**src/rtl/alsu_cmd_issuer.sv**
```systemverilog
// alsu_cmd_issuer: command FIFO and issue stage in front of the ALSU.
// Commands are queued, popped one per cycle unless held, and presented
// to the ALSU from registers. A {valid, tag} shift pipeline of LATENCY
// stages marks the cycle in which the ALSU output of each command appears.
// Optional feature macro: ALSU_ISSUER_ILLEGAL_FILTER_EN drops illegal
// opcode combinations at the FIFO input and counts them in drop_cnt.
module alsu_cmd_issuer #(
   parameter int DEPTH   = 4,
   parameter int LATENCY = 2
) (
   input  logic              clk,
   input  logic              rst,
   input  logic              cmd_valid,
   output logic              cmd_ready,
   input  logic [15:0]       cmd_data,
   input  logic              hold,
   output logic signed [2:0] A,
   output logic signed [2:0] B,
   output logic              cin,
   output logic              serial_in,
   output logic              red_op_A,
   output logic              red_op_B,
   output logic [2:0]        opcode,
   output logic              bypass_A,
   output logic              bypass_B,
   output logic              direction,
   output logic              issue_vld,
   output logic              res_valid,
   output logic [3:0]        res_tag,
   output logic [7:0]        drop_cnt
);

   localparam int AW = $clog2(DEPTH);
   localparam int CW = AW + 1;

   logic [15:0]   mem [DEPTH];
   logic [AW-1:0] wr_ptr, rd_ptr;
   logic [CW-1:0] count;
   logic          accept, illegal, push, pop;

   logic [15:0]   issue_cmd;
   logic [3:0]    tag, issue_tag;
   logic [LATENCY-1:0]      vld_pipe;
   logic [LATENCY-1:0][3:0] tag_pipe;

   // Ready depends on occupancy only; a pop in the same cycle does not free a slot early.
   assign cmd_ready = (count != CW'(DEPTH));
   assign accept    = cmd_valid && cmd_ready;

`ifdef ALSU_ISSUER_ILLEGAL_FILTER_EN
   // Opcodes 6/7, and reduction with anything other than OR/XOR, are rejected.
   assign illegal = (cmd_data[5:3] > 3'd5) ||
                    ((cmd_data[7] || cmd_data[6]) && (cmd_data[5:3] > 3'd1));
`else
   assign illegal = 1'b0;
`endif

   assign push = accept && !illegal;
   assign pop  = (count != '0) && !hold;

   // FIFO storage write
   always_ff @(posedge clk) begin
      if (push) mem[wr_ptr] <= cmd_data;
   end

   // FIFO pointers and occupancy
   always_ff @(posedge clk) begin
      if (rst) begin
         wr_ptr <= '0;
         rd_ptr <= '0;
         count  <= '0;
      end else begin
         if (push) wr_ptr <= wr_ptr + AW'(1);
         if (pop)  rd_ptr <= rd_ptr + AW'(1);
         case ({push, pop})
            2'b10:   count <= count + CW'(1);
            2'b01:   count <= count - CW'(1);
            default: count <= count;
         endcase
      end
   end

   // Issue registers: load the head on a pop, otherwise present a NOP.
   always_ff @(posedge clk) begin
      if (rst) begin
         issue_cmd <= '0;
         issue_vld <= 1'b0;
         issue_tag <= '0;
         tag       <= '0;
      end else begin
         issue_vld <= pop;
         if (pop) begin
            issue_cmd <= mem[rd_ptr];
            issue_tag <= tag;
            tag       <= tag + 4'd1;
         end else begin
            issue_cmd <= '0;
            issue_tag <= '0;
         end
      end
   end

   assign A         = issue_cmd[15:13];
   assign B         = issue_cmd[12:10];
   assign cin       = issue_cmd[9];
   assign serial_in = issue_cmd[8];
   assign red_op_A  = issue_cmd[7];
   assign red_op_B  = issue_cmd[6];
   assign opcode    = issue_cmd[5:3];
   assign bypass_A  = issue_cmd[2];
   assign bypass_B  = issue_cmd[1];
   assign direction = issue_cmd[0];

   // Result pipeline: delays {issue_vld, tag} to line up with the ALSU output.
   always_ff @(posedge clk) begin
      if (rst) begin
         vld_pipe <= '0;
         tag_pipe <= '0;
      end else begin
         vld_pipe[0] <= issue_vld;
         tag_pipe[0] <= issue_tag;
         for (int i = 1; i < LATENCY; i++) begin
            vld_pipe[i] <= vld_pipe[i-1];
            tag_pipe[i] <= tag_pipe[i-1];
         end
      end
   end

   assign res_valid = vld_pipe[LATENCY-1];
   assign res_tag   = tag_pipe[LATENCY-1];

`ifdef ALSU_ISSUER_ILLEGAL_FILTER_EN
   // Count accepted-but-dropped commands, saturating.
   always_ff @(posedge clk) begin
      if (rst)                                   drop_cnt <= '0;
      else if (accept && illegal && drop_cnt != 8'hFF) drop_cnt <= drop_cnt + 8'd1;
   end
`else
   assign drop_cnt = '0;
`endif

endmodule
```
**config.mk**
```make
export PLATFORM = sky130hd
export DESIGN_NAME = alsu_cmd_issuer
export DESIGN_NICKNAME = d
export VERILOG_FILES = /design/src/rtl/alsu_cmd_issuer.sv
export SDC_FILE = /design/constraint.sdc
export NUM_CORES = 1
export LEC_CHECK = 0
export CAP_MARGIN = 20
export CORE_ASPECT_RATIO = 0.5
export CORE_MARGIN = 4
export CORE_UTILIZATION = 49
export DETAILED_ROUTE_END_ITERATION = 16
export GPL_ROUTABILITY_DRIVEN = 0
export PLACE_DENSITY_LB_ADDON = 0.12
export SYNTH_ARGS = -nofsm -noshare
export SYNTH_HDL_FRONTEND = slang
export SYNTH_SLANG_ARGS = --single-unit
```
**constraint.sdc**
```tcl
create_clock -name clk -period 2 [get_ports clk]
set_input_delay 0.2 -clock clk [delete_from_list [all_inputs] [get_ports clk]]
set_output_delay 0.2 -clock clk [all_outputs]
set_load 0.05 [all_outputs]
```
Word-level counts from Yosys, hierarchy flattened

Memory sizes are Yosys's and may differ from the RTL's. A register that Yosys moved wholly into a read port is not among the register bits.
Index checks and enable logic that the tools add are counted.

Add/subtract/negate cells: 5
Equal/unequal tests: 3
Muxes and demuxes: 3
Bitwise operators: 1
Reduce and logical (&&, ||, !) cells: 6

Operator list:

| kind                | count |
|---|---|
| $pmux 3 s2          | 1 |
| $add 2x1->2 const B | 2 |
| $add 4x1->4 const B | 1 |
| $add 3x1->3 const B | 1 |
| $ne 3x3->1 const B  | 1 |
| $reduce_bool 3->1   | 1 |
| $sub 3x1->3 const B | 1 |
| $eq 2x1->1 const B  | 1 |
| $eq 2x2->1 const B  | 1 |
| $logic_and 1x1->1   | 2 |
| $mux 1              | 2 |
| $reduce_bool 2->1   | 1 |
| $reduce_or 2->1     | 1 |
| $logic_not 1->1     | 1 |
| $not 1->1           | 1 |

Flip-flop bits (word level): 26
Bits in writable memories: 64
Input bits: 20
Output and inout bits: 31
Word-level logic and storage cells: 28
Memories: 1

Memories:

| memory | depth | bits a word | read ports | clocked after Yosys merged registers in | write ports | line | RTL |
|---|---|---|---|---|---|---|---|
| mem    | 4     | 16          | 1          | 1                                       | 1           | 36   | `logic [15:0] mem [DEPTH];` |

Logic depth before layout (Yosys ltp)

Word-level depth: 4
Depth in mapped cells: 9
Mapped depth without buffers: 9

Worst setup path before layout

No wires, ideal clock.

Path type: register to register
Start point: register count[0]
End point: register count[2]
Library setup time: 0.071 ns
Data arrival time: 1.842 ns
Data required time: 1.929 ns
Slack: 0.088 ns
Stages on the path, launching flop included: 10
Buffers on the path: 0
Period minus slack after synthesis: 1.912 ns
Cells stage by stage: dfxtp_1 -> nor2_1 -> a21boi_1 -> inv_1 -> ha_1 -> inv_1 -> fa_1 -> xor2_1 -> or3_1 -> a21oi_1

Word-level cells in the longest chain between the ends: 4
Elaborated cells between the ends (all ways): 10
Those cells by class: add/sub: 2; eq/ne: 3; mux: 1; reduce/logical: 4

RTL lines:

| what                                                   | line   | RTL |
|---|---|---|
| from (decl)                                            | 38     | `logic [CW-1:0] count;` |
| from (signal assigned)                                 | 76     | `2'b10: count <= count + CW'(1);` |
| from (signal assigned)                                 | 77     | `2'b01: count <= count - CW'(1);` |
| from (signal assigned)                                 | 78     | `default: count <= count;` |
| $ne 3x3->1 / $reduce_bool 3->1 (equally long branches) | 47, 59 |  |
| $logic_and 1x1->1 (on tied branches)                   | 48, 59 |  |
| $eq 2x1->1 / $eq 2x2->1 (equally long branches)        | 75     | `case ({push, pop})` |
| $pmux 3 s2 / $reduce_bool 2->1 (equally long branches) | -      |  |

Parallel ways exist; a longest one is shown, timed or not.
A chain may end at the register's enable or synchronous reset.

Worst setup path after layout

Ends and elaborated chain as after synthesis.

==> reports/results.tsv <==
stage	metric	value	unit
sta	hold_violations_final	0	
final_layout	flow.area_growth_from_synthesis	22.5	%
logic_synthesis	yosysSeqAreaShare	0.708	
logic_synthesis	synthesized_cell_area	3900	um^2
clocking	tritoncts_num_sinks	106	
logic_synthesis	postSynthAreaPerCell	16.7	um^2
global_route	number_of_global_route_vias_before_repair	1969	
sta	total_count_of_max_transition_violations_in_the_final_report	0	
setup_path	worst_path_dominant_cell_family	adder cells	
logic_synthesis	synth.lib_cells_used.distinct	32	
floorplanning	top_level_ports	51	
final_layout	diodes	0	
sta	rsz0062_at_grt	no	
run_status	run_status	completed	
floorplanning	die_area	9540	um^2
global_route	grt_pass1_wl	10100	um
sta	worst_max_slew_pin_slew	545	ps
pwr	vdd_ir_drop_max	0.000788	V
setup_path	cp_cell_sequence	nor2_4 -> a21boi_2 -> inv_1 -> ha_2 -> inv_1 -> fa_2 -> xor2_1 -> or3_1 -> a21oi_1	
pwr	pwr-share-seq	0.482	
logic_synthesis	synth.yosys.warnings	0	
clocking	numCtsBuffers	9	
hold_path	worst_hold_path.num_cells	1	
routing	drc	0	
clocking	clk-insertion-delay-late	340	ps
global_route	globalRouteTotalUtil	0.144	
routing	detail_route.iter0.violations	134	
setup_path	cp-start-kind	flip-flop	
floorplanning	floorplan.core_area	7540	um^2
routing	wl	6130	um
clocking	clockBufferDepth	2	
clocking	clk_root_buffer_cell	clkbuf_16	
job	drv_cap	0	
place	io_buffers	42	
pwr	p_leak	1.68	nW
sta	maxClockFrequency	0.527	GHz
clocking	cts_hold_buffers	0	
sta	whs	435	ps
global_route	antenna_found_initial	0	
final_layout	final_common_cell	edfxtp_1	
setup_path	cpMostUsedCell	inv_1	
setup_path	worst-r2r-cell-count	9	
pwr	p_int	0.00402	W
routing	drt.antenna.violating_nets	0	
sta	worst_slew_margin_rel	0.635	
logic_synthesis	synth.ff_latch_count	106	
setup_path	cpMaxStageDelayCell	dfxtp_4	
pwr	clock_power_share	0.276	
logic_synthesis	synthCells	234	
pwr	share_of_total_power_in_combinational_logic	0.242	
final_layout	finalNetCount	315	
floorplanning	rows	22	
setup_path	cp_num_buf_inv	2	
global_route	grt-ovfl-total	0	
final_layout	final_layout_size_suffix_gt1_frac	0.191	
sta	period_share	0.949	
routing	drt_first_pass_iters	4	
final_layout	layout_common_cells	64 x edfxtp_1, 42 x clkdlybuf4s50_1, 39 x dfxtp_1	
floorplanning	fp.dieH	71.1	um
routing	wl_per_cell	15.3	um
floorplanning	initial_utilization	0.517	
global_route	grt_start_max_net_pins	19	
clocking	h-tree-depth	3	
routing	detailroute.via_count	1932	
pwr	power.switching	0.00157	W
clocking	clock_tree_from_tritoncts	built	
sta	fin_crit	1900	ps
final_layout	finish.utilization	0.633	
setup_path	cp_data_arrival_time	2160	ps
setup_path	crit_fanout	4	
pwr	power_per_cell_area	1170	nW/um^2
routing	post_drt_via_cell_ratio	4.82	
pwr	swShare	0.281	
clocking	clkSlewWorstSetupHoldPaths	60	ps
setup_path	critPathRequiredTime	2260	ps
sta	setup_viol	0	
sta	timing.clock.skew	5.37	ps
setup_path	kind_of_critical_path	reg2reg	
floorplanning	fp.dieW	134	um
setup_path	critical-path-max-stage-delay	370	ps
setup_path	end_kind	flip-flop	
place	detailed_place_hpwl	4020	um
hold_path	min-delay-path-class	reg2reg	
setup_path	critical_path_cell_count	9	
[per-stage QoR]
step                      std cells  worst slack (ps)  setup TNS (ps)  instance area [um^2]  power [W]
after floorplan                 241              87.8               0                  3930    0.00364
after global placement          384             -61.6           -61.6                  4490    0.00401
after detailed placement        384              -122            -122                  4490    0.00406
after CTS                       400              22.1               0                  4750    0.00563
after global routing            401              22.1               0                  4780    0.00589
final                           401               101               0                  4780    0.00559
[layer usage]
| metal | vias to the layer above | share of wire | GRT usage |
|---|---|---|---|
| met5 | - | 0 | 0 |
| met4 | 0 | 0.016 | 0.0576 |
| met3 | 9 | 0.060 | 0.0625 |
| met2 | 46 | 0.46 | 0.217 |
| met1 | 942 | 0.46 | 0.185 |
| li1 | 935 | - | - |
[layout make-up]
type / count / area (um^2)
flip-flops and latches: 106 / 2770
fillers: 563 / 2770
multi-input cells: 107 / 1010
repair buffers: 58 / 578
clock buffers: 12 / 236
well taps: 108 / 135
inverters: 6 / 22.5
clock inverters: 4 / 21.3
[path summary, 6_finish.rpt]
check	startpoint	to	slack, ps
hold reg to reg	issue_tag[3]	tag_pipe[3]	430
setup reg to reg	count[0]	count[2]	100
setup / recovery	count[0]	count[2]	100
hold / removal	issue_tag[3]	tag_pipe[3]	430
[cell families after synthesis]
family | count (synthesis) | share of synthesized area
buffers and inverters | 28 | 0.0446
xor gates and xnor gates | 2 | 0.00449
DFF | 106 | 0.708
and+or+nand+nor | 59 | 0.0924
muxes | 21 | 0.111
adders and majority gates | 7 | 0.0244
AOI/OAI and AO/OA | 10 | 0.0141
other | 1 | 0.000961
[cell usage after synthesis (all sizes together)]
master / n / area (um^2)
edfxtp: 64 / 1920
dfxtp: 42 / 841
and2: 24 / 155
buf: 18 / 136
mux4: 16 / 379
nor2b: 12 / 75.1
nor2: 9 / 33.8
ha: 6 / 75.1
inv: 6 / 22.5
a21oi: 5 / 25.0
clkbuf: 4 / 15.0
nand2b: 4 / 25.0
mux2: 3 / 33.8
o21ai: 3 / 15.0
or3: 3 / 18.8
mux2i: 2 / 20.0
nor3: 2 / 21.3
nor3b: 2 / 15.0
xor2: 2 / 17.5
a21boi: 1 / 7.51
conb: 1 / 3.75
fa: 1 / 20.0
nand2: 1 / 3.75
nand3: 1 / 5.00
o31ai: 1 / 7.51
or4: 1 / 7.51
[power groups by stage]
stage | Sequential (W) | Clock, W | Combinational, W
after floorplan | 0.00290 | 0 | 0.000743
after global placement | 0.00271 | 0 | 0.00130
after detailed placement | 0.00272 | 0 | 0.00134
after CTS | 0.00269 | 0.00160 | 0.00135
after global routing | 0.00272 | 0.00169 | 0.00148
final | 0.00270 | 0.00154 | 0.00136
[sequential cells by signal, indices dropped and copies added, names as in the netlist]
signal / flops
count: 3
issue_cmd: 16
issue_tag: 4
issue_vld: 1
mem: 64
rd_ptr: 2
res_tag: 4
tag: 4
tag_pipe: 4
vld_pipe: 2
wr_ptr: 2
[repair_timing]
item	in CTS	in global routing
endpoints found under the setup margin	1	1
pin swaps	0	1
buffers inserted	0	1
gates resized for setup	4	6
No activity file was read; power rests on OpenSTA's default activity.
